<file path="config.mk">
export PLATFORM = sky130hd
export DESIGN_NAME = uart_tx_flat
export DESIGN_NICKNAME = d
export VERILOG_FILES = /design/src/rtl/uart_pkg.sv /design/src/rtl/uart_tx_if.sv /design/src/rtl/uart_sync_fifo.sv /design/src/rtl/uart_tx.sv /design/src/flat_wrapper.sv
export SDC_FILE = /design/constraint.sdc
export NUM_CORES = 1
export LEC_CHECK = 0
export CAP_MARGIN = 10
export CORE_ASPECT_RATIO = 1.5
export CORE_MARGIN = 2
export CORE_UTILIZATION = 53
export DETAILED_ROUTE_END_ITERATION = 10
export MAX_ROUTING_LAYER = met4
export PLACE_DENSITY_LB_ADDON = 0.3
export SYNTH_ARGS = -nofsm -noshare
export SYNTH_HDL_FRONTEND = slang
export SYNTH_SLANG_ARGS = --single-unit
</file>
<file path="constraint.sdc">
create_clock -name clk -period 1.9 [get_ports clk]
set_clock_uncertainty 0.15 [all_clocks]
set_input_delay 0.38 -clock clk [delete_from_list [all_inputs] [get_ports clk]]
set_output_delay 0.38 -clock clk [all_outputs]
set_load 0.02 [all_outputs]
</file>
<file path="src/rtl/uart_pkg.sv">
// UART shared types and constants.
// Used by the transmit path and the future receive path.
package uart_pkg;

  typedef enum logic [1:0] {
    IDLE,
    START,
    DATA,
    STOP
  } tx_state_t;

  localparam int MIN_WORD_LEN = 5;
  localparam int OSR_BY3      = 3;

  function automatic logic [4:0] clamp_len(
    input logic [4:0] wl,
    input int         max_len
  );
    if (int'(wl) < MIN_WORD_LEN) return 5'(MIN_WORD_LEN);
    if (int'(wl) > max_len) return 5'(max_len);
    return wl;
  endfunction

endpackage

</file>
<file path="src/rtl/uart_tx_if.sv">
// Register-file side of the UART transmitter:
// write strobe/data in, status out.
interface uart_tx_if #(
  parameter int DATA_W = 16
) ();

  logic              wr_en;
  logic [DATA_W-1:0] wr_data;
  logic              fifo_status;
  logic              data_valid;
  logic              intr;

  modport master (
    output wr_en,
    output wr_data,
    input  fifo_status,
    input  data_valid,
    input  intr
  );

  modport slave (
    input  wr_en,
    input  wr_data,
    output fifo_status,
    output data_valid,
    output intr
  );

endinterface

</file>
<file path="src/rtl/uart_sync_fifo.sv">
// Single-clock FIFO with registered full flag.
// Shared by the UART transmit and receive paths.
module uart_sync_fifo #(
  parameter  int W     = 16,
  parameter  int DEPTH = 4,
  localparam int AW    = $clog2(DEPTH)
) (
  input  logic          clk,
  input  logic          reset,
  input  logic          push,
  input  logic          pop,
  input  logic [W-1:0]  din,
  output logic [W-1:0]  dout,
  output logic          full,
  output logic          empty,
  output logic [AW:0]   count
);

  logic [W-1:0]  mem [DEPTH];
  logic [AW-1:0] wr_ptr;
  logic [AW-1:0] rd_ptr;
  logic [AW:0]   cnt_nxt;
  logic          do_push;
  logic          do_pop;

  assign do_push = push && !full;
  assign do_pop  = pop && !empty;
  assign empty   = (count == '0);
  assign dout    = mem[rd_ptr];

  always_comb begin
    cnt_nxt = count;
    if (do_push && !do_pop) cnt_nxt = count + 1'b1;
    else if (do_pop && !do_push) cnt_nxt = count - 1'b1;
  end

  always_ff @(posedge clk or posedge reset) begin
    if (reset) begin
      wr_ptr <= '0;
      rd_ptr <= '0;
      count  <= '0;
      full   <= 1'b0;
    end else begin
      if (do_push) wr_ptr <= wr_ptr + 1'b1;
      if (do_pop) rd_ptr <= rd_ptr + 1'b1;
      count <= cnt_nxt;
      full  <= (cnt_nxt == (AW+1)'(DEPTH));
    end
  end

  always_ff @(posedge clk) begin
    if (do_push) mem[wr_ptr] <= din;
  end

endmodule

</file>
<file path="src/rtl/uart_tx.sv">
// UART transmit serializer: FIFO-fed start/data/stop
// framing with per-frame latched configuration.
module uart_tx
  import uart_pkg::*;
#(
  parameter int FIFO_DEPTH = 4,
  parameter int DATA_W     = 16,
  parameter int OSR_NORMAL = 16
) (
  input  logic       clk,
  input  logic       reset,
  input  logic       baud_tick,
  input  logic       enable_uart,
  input  logic [4:0] word_length,
  input  logic       Num_stop_bits,
  input  logic       oversample_by_3,
  uart_tx_if.slave   bus,
  output logic       TX
);

  localparam int TW = $clog2(OSR_NORMAL);
  localparam int BW = $clog2(DATA_W);
  localparam int CW = $clog2(FIFO_DEPTH) + 1;

  tx_state_t         state;
  logic [DATA_W-1:0] shift;
  logic [DATA_W-1:0] head;
  logic [TW-1:0]     tick_cnt;
  logic [TW-1:0]     osr_m1;
  logic [BW-1:0]     bit_cnt;
  logic [BW-1:0]     last_bit;
  logic              two_stop;
  logic              stop_cnt;
  logic              fifo_full;
  logic              fifo_empty;
  logic [CW-1:0]     fifo_count;
  logic              tick_end;
  logic              frame_end;
  logic              pop;
  logic              dv_q;
  logic              intr_q;

  uart_sync_fifo #(
    .W     (DATA_W),
    .DEPTH (FIFO_DEPTH)
  ) u_fifo (
    .clk   (clk),
    .reset (reset),
    .push  (bus.wr_en),
    .pop   (pop),
    .din   (bus.wr_data),
    .dout  (head),
    .full  (fifo_full),
    .empty (fifo_empty),
    .count (fifo_count)
  );

  assign bus.fifo_status = fifo_full;
  assign bus.data_valid  = dv_q;
  assign bus.intr        = intr_q;

  always_comb begin
    tick_end  = baud_tick && (tick_cnt == osr_m1);
    frame_end = (state == STOP) && tick_end
             && (stop_cnt == two_stop);
    pop = enable_uart && !fifo_empty
       && ((state == IDLE) || frame_end);
  end

  always_ff @(posedge clk or posedge reset) begin
    if (reset) begin
      state    <= IDLE;
      TX       <= 1'b1;
      shift    <= '0;
      tick_cnt <= '0;
      osr_m1   <= '0;
      bit_cnt  <= '0;
      last_bit <= '0;
      two_stop <= 1'b0;
      stop_cnt <= 1'b0;
      dv_q     <= 1'b0;
      intr_q   <= 1'b0;
    end else begin
      intr_q <= frame_end;
      dv_q   <= (state != IDLE) || (fifo_count != '0);
      unique case (state)
        IDLE: TX <= 1'b1;
        START: begin
          if (tick_end) begin
            tick_cnt <= '0;
            state    <= DATA;
            TX       <= shift[0];
          end else if (baud_tick) begin
            tick_cnt <= tick_cnt + 1'b1;
          end
        end
        DATA: begin
          if (tick_end) begin
            tick_cnt <= '0;
            if (bit_cnt == last_bit) begin
              state <= STOP;
              TX    <= 1'b1;
            end else begin
              shift   <= {1'b0, shift[DATA_W-1:1]};
              TX      <= shift[1];
              bit_cnt <= bit_cnt + 1'b1;
            end
          end else if (baud_tick) begin
            tick_cnt <= tick_cnt + 1'b1;
          end
        end
        STOP: begin
          if (tick_end) begin
            tick_cnt <= '0;
            stop_cnt <= 1'b1;
            if (frame_end) state <= IDLE;
          end else if (baud_tick) begin
            tick_cnt <= tick_cnt + 1'b1;
          end
        end
      endcase
      // A pop overrides the state update: frames run back to back.
      if (pop) begin
        shift    <= head;
        last_bit <= BW'(clamp_len(word_length, DATA_W) - 5'd1);
        osr_m1   <= oversample_by_3 ? TW'(OSR_BY3 - 1)
                                    : TW'(OSR_NORMAL - 1);
        two_stop <= Num_stop_bits;
        tick_cnt <= '0;
        bit_cnt  <= '0;
        stop_cnt <= 1'b0;
        state    <= START;
        TX       <= 1'b0;
      end
    end
  end

endmodule
</file>
<file path="src/flat_wrapper.sv">
// flat-port wrapper written by rule: the top's interface ports become plain ports
module uart_tx_flat import uart_pkg::*;
#(
  parameter int FIFO_DEPTH = 4,
  parameter int DATA_W     = 16,
  parameter int OSR_NORMAL = 16
)
  (clk, reset, baud_tick, enable_uart, word_length, Num_stop_bits, oversample_by_3, TX, bus_wr_en, bus_wr_data, bus_fifo_status, bus_data_valid, bus_intr);
  uart_tx_if #(.DATA_W(DATA_W)) bus_i ();
  input  logic clk;
  input  logic reset;
  input  logic baud_tick;
  input  logic enable_uart;
  input  logic [4:0] word_length;
  input  logic Num_stop_bits;
  input  logic oversample_by_3;
  output logic TX;
  input wire logic [$bits(bus_i.wr_en)-1:0] bus_wr_en;
  input wire logic [$bits(bus_i.wr_data)-1:0] bus_wr_data;
  output wire logic [$bits(bus_i.fifo_status)-1:0] bus_fifo_status;
  output wire logic [$bits(bus_i.data_valid)-1:0] bus_data_valid;
  output wire logic [$bits(bus_i.intr)-1:0] bus_intr;
  assign bus_i.wr_en = bus_wr_en;
  assign bus_i.wr_data = bus_wr_data;
  assign bus_fifo_status = bus_i.fifo_status;
  assign bus_data_valid = bus_i.data_valid;
  assign bus_intr = bus_i.intr;
  uart_tx #(.FIFO_DEPTH(FIFO_DEPTH), .DATA_W(DATA_W), .OSR_NORMAL(OSR_NORMAL)) u_core (.clk(clk), .reset(reset), .baud_tick(baud_tick), .enable_uart(enable_uart), .word_length(word_length), .Num_stop_bits(Num_stop_bits), .oversample_by_3(oversample_by_3), .bus(bus_i), .TX(TX));
endmodule
</file>
# After elaboration in Yosys (flattened, before gate mapping)
# Memory sizes are Yosys's and may differ from the RTL's.
# Cells that the tools add are included.
# op_classes
add_sub_neg,7
order_cmp,2
n_eq_ne,13
n_mux,42
reduce_logical,32
# ops
operator,count
two-way mux 16 bit,4
two-way mux 4 bit,14
!= test 3 x 2 -> 1 bit (second input constant),5
two-way mux 1 bit,14
two-way mux 2 bit,6
nonzero test 2 bit,5
logical AND 1 bit,9
adder 4 x 1 -> 4 bit (second input constant),2
equality test 4 bit,2
nonzero test 4 bit,2
two-way mux 3 bit,2
case mux 2 bit (3 select lines),1
AND reduction 3 bit,2
AND reduction 6 bit,1
nonzero test 3 bit,2
greater-than comparator 5 bit (second input constant),1
< comparator 5 x 3 -> 1 bit (second input constant),1
adder 2 x 1 -> 2 bit (second input constant),2
equality test 2 bit (second input constant),2
logical NOT 1 bit,4
AND reduction 2 bit,2
subtractor 4 x 1 -> 4 bit (second input constant),1
adder 3 x 1 -> 3 bit (second input constant),1
equality test 3 bit (second input constant),1
9 further kinds,10
# totals
register_bits,47
mem_bits_rw,64
input_bits,28
out_inout_bits,4
memories,1
# mem_list
name,depth,word_bits,rd,rd_clocked_by_memory_dff,write_ports,line,source
u_core.u_fifo.mem,4,16,1,0,1,uart_sync_fifo.sv:19,logic [W-1:0] mem [DEPTH];

# Longest topological paths before layout
# Gate-level depths: netlist (run 1).
# logic_depth
ltp_word,13
ltp_mapped,8
ltp_nobuf,7

# Modules after synthesis
# A second synthesis (run 1) with hierarchy kept.
# hier_totals
hier_cells,311
hier_area_um2,4939.7
# by_module_without_submodules
mod,n_inst,cells_each,area_per_inst_um2
uart_sync_fifo,1,137,2864.0
uart_tx,1,174,2075.7

# Least setup slack after synthesis (run 1)
# No wires, ideal clock.
# synth_timing
path_type,flip-flop to flip-flop
start,reg u_core.tick_cnt[0]
end,reg u_core.last_bit[0]
arrival_time_ps,1753
slack_ps,-130
path_stages_with_launch,7
path_buffers,1
path_cell_list,dfrtp_1 -> nor4_2 -> o211a_1 -> a21o_1 -> and2_1 -> buf_2 -> mux2_1
# synth_between
elab_chain_cells,6
# synth_rtl
item,line,source
from (decl),uart_tx.sv:28,logic [TW-1:0] tick_cnt;
from (signal assigned),uart_tx.sv:94,tick_cnt <= tick_cnt + 1'b1;
from (signal assigned),uart_tx.sv:109,tick_cnt <= tick_cnt + 1'b1;
from (signal assigned),uart_tx.sv:118,tick_cnt <= tick_cnt + 1'b1;
equality test 4 bit,uart_tx.sv:63,tick_end = baud_tick && (tick_cnt == osr_m1);
logical AND 1 bit,uart_tx.sv:63,
logical AND 1 bit,uart_tx.sv:64,frame_end = (state == STOP) && tick_end
logical AND 1 bit,uart_tx.sv:65,&& (stop_cnt == two_stop);
logical OR 1 bit,uart_tx.sv:67,&& ((state == IDLE) || frame_end);
logical AND 1 bit,uart_tx.sv:67,
to (signal assigned),uart_tx.sv:125,"last_bit <= BW'(clamp_len(word_length, DATA_W) - 5'd1);"
to (decl),uart_tx.sv:31,logic [BW-1:0] last_bit;
# Every way passes these cells.
# A chain may end at the register's enable or synchronous reset.

# Worst setup path after layout (run 1)
# layout_timing
start,reg u_core.tick_cnt[1]
end,reg u_core.shift[0]
# layout_between
elab_chain_cells,8
elab_cells_between_ends,11
classes_between,2 x eq/ne; 1 x mux; 8 x reduce/logical
# layout_rtl
item,line,source
equality test 4 bit *,uart_tx.sv:63,
logical AND 1 bit *,uart_tx.sv:63,
logical AND 1 bit,uart_tx.sv:64,
logical AND 1 bit,uart_tx.sv:65,
logical OR 1 bit,uart_tx.sv:67,
logical AND 1 bit,uart_tx.sv:67,
!= test 2 bit (no source line) or nonzero test 2 bit (tied branches),--,
AND reduction 3 bit (no source line),--,
to (signal assigned),uart_tx.sv:104,"shift <= {1'b0, shift[DATA_W-1:1]};"
to (decl),uart_tx.sv:26,logic [DATA_W-1:0] shift;
# Every way passes the cells marked *; elsewhere a longest branch is shown, timed or not.

==> results of run 1 <==
[worst reg2reg max path, stage by stage, from the launching register on]
cell,delay [ns]
dfrtp_1,0.40
xnor2_1,0.33
o211a_1,0.30
buf_4,0.14
buf_6,0.10
nand3_4,0.11
buf_6,0.18
mux2i_2,0.19
o21ai_1,0.09
[what timing repair did]
| action | in CTS | in global routing |
|---|---|---|
| setup buffers | 7 | 6 |
| resized for setup | 19 | 34 |
| pin swaps | 5 | 6 |
| hold buffers | 0 | 0 |
| gates cloned | 1 | 0 |
| endpoints found under the setup margin | 39 | 41 |
[metrics by stage]
| stage | cell area, um^2 | instances | power (W) | hold slack (ns) | worst slack [ns] |
|---|---|---|---|---|---|
| after floorplan | 4730 | 326 | 0.00547 | 0.306 | -0.0630 |
| after global placement | 5460 | 491 | 0.00642 | 0.323 | -0.225 |
| after detailed placement | 5460 | 491 | 0.00652 | 0.327 | -0.289 |
| after CTS | 5870 | 515 | 0.00848 | 0.101 | -0.171 |
| after global routing | 6080 | 520 | 0.00935 | 0.132 | -0.302 |
| final | 6080 | 520 | 0.00881 | 0.107 | -0.203 |
[layout by cell type (no fill, tap or decap), types with 3 or more instances in the layout]
master,count
clkbuf_16,9
nor2_1,8
nand2_1,29
buf_4,31
nor2_4,4
a21oi_2,3
dfrtp_1,44
xnor2_1,10
mux2i_2,3
a31oi_1,3
mux2i_1,13
inv_1,9
a21oi_1,8
buf_12,8
ha_1,16
mux4_2,16
nand2b_1,5
nand3_1,4
clkdlybuf4s50_1,30
o21ai_0,7
o21ai_1,19
edfxtp_1,64
and2_2,4
buf_6,10
[report_power, final]
group | switching, W | internal (W) | leakage (nW) | total (W)
clock | 0.000859 | 0.000917 | 0.140 | 0.00178
sequential | 0.000352 | 0.00320 | 1.14 | 0.00355
combinational | 0.00166 | 0.00183 | 1.16 | 0.00348
total | 0.00287 | 0.00594 | 2.45 | 0.00881
[per-layer routing]
layer / up-vias / routed length, um / part of all wire [%]
met2: 36 / 4800 / 56
met5: - / 0 / 0
met3: 7 / 206 / 2.4
li1: 1366 / - / -
met1: 1428 / 3380 / 40
met4: 0 / 127 / 1.5
[logic make-up (layout without fill, tap and decap cells)]
kind of cell,after synthesis,in the layout,synth area share (%)
AO/OA/AOI/OAI,54,54,6.72
XOR/XNOR,14,14,2.60
adder cells (fa/ha/maj),16,16,4.25
buffers and inverters,24,108,2.31
flip-flops,109,109,64.8
multiplexers,34,34,11.5
AND/OR/NAND/NOR,75,75,7.84
[flip-flops by register name (all words and copies together), names as in the netlist, 3 cells and up]
signal,flops
u_core.shift,16
u_core.u_fifo.mem,64
u_core.u_fifo.count,3
u_core.last_bit,4
u_core.bit_cnt,4
u_core.tick_cnt,4
[final timing paths]
kind | from | endpoint | slack [ns] | cells past startpoint
hold reg to reg | u_core.osr_m1[1] | u_core.osr_m1[1] | 0.36 | 1
setup reg to reg | u_core.tick_cnt[1] | u_core.shift[0] | -0.20 | 8
hold / removal | reset | u_core.tick_cnt[3] | 0.11 | 2
min in group clk | u_core.osr_m1[1] | u_core.osr_m1[1] | 0.36 | 1
setup / recovery | u_core.tick_cnt[1] | u_core.shift[0] | -0.20 | 8
max in group asynchronous | reset | u_core.TX | 0.98 | 3
[cell type report]
type                            instances  share of cell area [%]
Sequential cell                       109                    50.2
Multi-Input combinational cell        193                    28.3
Timing Repair Buffer                   82                    13.9
Clock buffer                            9                    3.71
Tap cell                              110                    2.26
Clock inverter                          7                    1.01
Inverter                               10                   0.618
==> impl_results.md, run 1 <==
- Final wirelength: 8.52 mm
- Critical-path maximum fanout: 7
- Top cells by area, synth: edfxtp_1 41%, dfrtp_1 23%, mux4_2 7.7%, ha_1 4.3%, mux2i_1 3.6%
- # DRC: 0
- Async S/R FF share, synth: 41.3%
- Fillers: 617
- Slowest CP cell: dfrtp_1
- Clock sinks: 109
- Synthesized instance count: 326
- Io pins: 32
- Sum of buffers and inverters on the critical path: 3
- Met1 Use GR: 22.2%
- Clock H-tree levels: 3
- Remaining global-route overflow: 0
- Net count after synthesis: 370
- # diodes: 0
- Period minus WS final: 2.10 ns
- Fraction of the cycle the final worst path needs: 111%
- Post-synth top cells: 64 x edfxtp_1, 44 x dfrtp_1, 32 x nand2_1, 20 x o21ai_1, 17 x mux2i_1
- Failing checks: setup timing
- Worst-Skew Late Latency: 0.34 ns
- Slew @ Worst Pin: 0.462 ns
- M2 GR Usage: 33.1%
- Core box area: 8720 um^2
- Setup-failing EPs final: 40
- Most numerous cell in the Yosys netlist: edfxtp_1
- CTS max path bufs: 2
- CTS root buffer: clkbuf_16
- Hpwl dp: 5.48 mm
- First-pass GRT wire length: 13.7 mm
- Gr busiest metal: met2
- Largest net degree at the start of global routing: 40
- DRT iter0 DRCs: 175
- Data required, critical path: 1.98 ns
- Crit path cell chain: xnor2_1, o211a_1, buf_4, buf_6, nand3_4, buf_6, mux2i_2, o21ai_1
- Number of global-route vias before repair: 2979
- DRT Pass-1 Iters: 4
- Max VDD drop: 0.822 mV
- Via Count: 2837
- Fmax: 475 MHz
- Netlist cell types: 42
- Hold Crit Class: in -> async
- Crit Path Class: reg -> reg
- Relative slew slack: 69.0%
- Die W: 81.0 um
- Crit path launch type: flop
- CTS Buf Count: 9
- Most used cell, CP: buf_6
- Die extent in y: 119 um
- DR vias/cell: 5.46
- M3 GR Usage: 3.71%
- Antenna violations before repair: 0
- Final nets: 449
- Finished Core Util: 69.7%
- Area Overhead vs Synth: 29.1%
- Layout cells sized above 1: 29.0%
- Clock-pin slew on the worst setup and hold paths: 0.07 ns
- Seq/Total Area, Yosys: 64.8%
- Setup crit end kind: flop
- Netlist Area Pre-Place: 4710 um^2
- Total number of yosys warnings: 0
- I/O Buffers: 31
- Avg Cell Area, Syn: 14.4 um^2
- Register Area: 3050 um^2
- Synthesized flop and latch total: 109
- Top FF cell, synth: edfxtp_1
- Initial core utilization: 54.0%
- TNS Setup: -5.44 ns
- WP data arrival: 2.18 ns
- DIE AREA: 9670 um^2
- Final Hold Viols: 0
- Status: complete, but fails checks
- Multi-input logic area: 1720 um^2
- EDFF count, synth: 64
- Antenna-violating nets left: 0
- Top-area cell type share of the netlist area: 40.8%
- GPL Wtd Cong: 0.834
- Power Density: 1450 nW/um^2
- # rows: 42
- Max-slew violations: 0
- Worst Slack Setup Final: -0.203 ns
- Cell family with most CP delay: buffers and inverters
- Number of max-cap violations: 0
- Routed WL per cell: 16.4 um
- Leakage dissipation: 2.45 nW
- CP max stage delay: 0.40 ns
- CTS tree: yes
- GRT Resource Usage Total: 19.3%
- Most area-hungry cell type in the Yosys netlist: edfxtp_1
- RSZ-0062 raised after global routing: true
Power figures use the tool's default switching activity.
==> inputs of run 2 (changes only) <==
- CAP_MARGIN: 10 -> 20
- CTS_CLUSTER_DIAMETER: default -> 40
- SKIP_LAST_GASP: default -> 1
==> impl_results.md, run 2 (synthesis gave the netlist of run 1 again) <==
- Multi-input logic area: 1710 um^2 (-0.65%)
- Dpl cell area: 5460 um^2 (unchanged)
- Clock-pin slew on the worst setup and hold paths: 0.07 ns (about the same)
- Fillers: 618 (+0.16%)
- Core box area: 8720 um^2 (unchanged)
- DIE AREA: 9670 um^2 (unchanged)
- Setup-failing EPs final: 40 (unchanged)
- Worst Slack Setup Final: -0.197 ns (+0.00651 ns)
- Max VDD drop: 0.821 mV (about the same)
- Hpwl dp: 5.48 mm (unchanged)
- Crit path cell chain: xnor2_1, o211a_1, buf_4, buf_6, nand3_4, buf_6, mux2i_2, o21ai_1
- Setup crit end kind: flop
- Data required, critical path: 1.98 ns (about the same)
- Slowest CP cell: dfrtp_1
- GPL Wtd Cong: 0.834 (unchanged)
- Number of max-cap violations: 0 (unchanged)
- Die W: 81.0 um (unchanged)
- DRT Pass-1 Iters: 4 (unchanged)
- Relative slew slack: 68.5% (-0.54 points)
- Clock H-tree levels: 3 (unchanged)
- Clock sinks: 109 (unchanged)
- Antenna violations before repair: 0 (unchanged)
- Initial core utilization: 54.0% (unchanged)
- Die extent in y: 119 um (unchanged)
- CTS tree: yes
- Biggest regs: u_core.u_fifo.mem x64, u_core.shift x16
- Status: complete, but fails checks
- Net Sw Frac: 32.4% (-0.18 points)
- Clock group share of total power: 20.2% (about the same)
- Psw: 0.00284 W (-0.94%)
- # DRC: 0 (unchanged)
- Final instance area: 6070 um^2 (-0.19%)
- Largest register FFs: 64 (unchanged)
- Most used cell, CP: buf_6
- Pwr Total: 0.00878 W (-0.39%)
- Layout cells sized above 1: 28.5% (-0.49 points)
- # diodes: 0 (unchanged)
- GRT Resource Usage Total: 19.3% (unchanged)
- Most frequent cells in the layout: 64 x edfxtp_1, 44 x dfrtp_1, 31 x buf_4
- CTS Buf Count: 9 (unchanged)
- I/O Buffers: 31 (unchanged)
- Final Hold Viols: 0 (unchanged)
- Comb pwr share: 39.3% (-0.2 points)
- Hold Crit Class: in -> async
- WP data arrival: 2.17 ns (about the same)
- DR vias/cell: 5.41 (-0.78%)
- Max-slew violations: 0 (unchanged)
- Number of global-route vias before repair: 2979 (unchanged)
- Failing checks: setup timing
- Power Density: 1450 nW/um^2 (-0.21%)
- Int Power: 0.00593 W (-0.13%)
- Slew @ Worst Pin: 0.470 ns (+0.00804 ns)
- Antenna-violating nets left: 0 (unchanged)
- Largest net degree at the start of global routing: 40 (unchanged)
- CP max stage delay: 0.40 ns (about the same)
- CTS root buffer: clkbuf_16
- Most flops, register: u_core.u_fifo.mem
- Remaining global-route overflow: 0 (unchanged)
- Period minus WS final: 2.10 ns (-0.00651 ns)
- Critical-path maximum fanout: 7 (unchanged)
- Final wirelength: 8.52 mm (about the same)
- Crit path launch type: flop
- Crit Path Class: reg -> reg
- CTS max path bufs: 2 (unchanged)
- DRT iter0 DRCs: 170 (-2.9%)
- Fmax: 477 MHz (+0.31%)
- RSZ-0062 raised after global routing: true
- Io pins: 32 (unchanged)
- Hold_ws: 0.108 ns (+0.000392 ns)
- Routed WL per cell: 16.4 um (about the same)
- # rows: 42 (unchanged)
- R2R Setup Slk: -0.20 ns (about the same)
- Worst-Skew Late Latency: 0.34 ns (about the same)
- First-pass GRT wire length: 13.7 mm (unchanged)
- Register Area: 3050 um^2 (unchanged)
- Area Overhead vs Synth: 28.8%
- Most common cell after layout, fill and taps aside: edfxtp_1
- Fraction of the cycle the final worst path needs: 110% (-0.34 points)
- Leakage dissipation: 2.44 nW (-0.39%)
- Via Count: 2815 (-0.78%)
- Seq pwr share: 40.5% (+0.2 points)
- Final nets: 449 (unchanged)
[run 2: cell counts in the layout (fill, tap and decap cells not counted)]
Identical to the previous run, type by type.
[run 2: critical path: cells and delay by family, from the launching register on]
kind,cells,cell delay (ns)
buffers and inverters,3,0.42
DFF,1,0.40
AOI/OAI and AO/OA,2,0.38
xor gates and xnor gates,1,0.33
muxes,1,0.19
and+or+nand+nor,1,0.11
[run 2: routing by layer]
layer	routed length [um]	GRT usage (%)
met4	127	7.10
met1	3430	22.2
met5	0	-
met3	186	3.71
met2	4780	33.1
[run 2: power by group through the flow]
stage,clock network [W],logic [W],registers (W)
finish,0.00177,0.00345,0.00355
global placement,0,0.00288,0.00353
global route,0.00190,0.00380,0.00362
CTS,0.00181,0.00315,0.00352
floorplan,0,0.00195,0.00352
detailed placement,0,0.00295,0.00356
[run 2: path summary, 6_finish.rpt]
kind,cells past startpoint,endpoint,startpoint
setup / recovery,8,u_core.shift[0],u_core.tick_cnt[1]
hold / removal,2,u_core.tick_cnt[3],reset
setup reg to reg,8,u_core.shift[0],u_core.tick_cnt[1]
hold reg to reg,1,u_core.osr_m1[1],u_core.osr_m1[1]
max in group asynchronous,3,u_core.TX,reset
min in group clk,1,u_core.osr_m1[1],u_core.osr_m1[1]
[run 2: cell type report]
cell class	instances	share of cell area, %
Sequential cell	109	50.3
Multi-Input combinational cell	193	28.2
Timing Repair Buffer	82	13.9
Clock buffer	9	3.71
Tap cell	110	2.27
Clock inverter	7	1.01
Inverter	10	0.619
[run 2: what timing repair did]
item | 4_1_cts | 5_1_grt
hold buffers | 0 | 0
resized for setup | 19 | 31
setup endpoints to repair | 39 | 41
cloned | 1 | 0
pin swaps | 5 | 6
setup buffers | 7 | 6
[run 2: stage by stage]
stage | cells | utilization, % | setup WS, ns | setup TNS [ns]
after floorplan | 326 | - | -0.0630 | -0.0661
after global placement | 491 | 62.6 | -0.225 | -9.68
after detailed placement | 491 | 62.6 | -0.289 | -12.37
after CTS | 515 | 67.3 | -0.171 | -3.53
after global routing | 520 | 69.5 | -0.302 | -9.54
final | 520 | 69.5 | -0.197 | -5.01
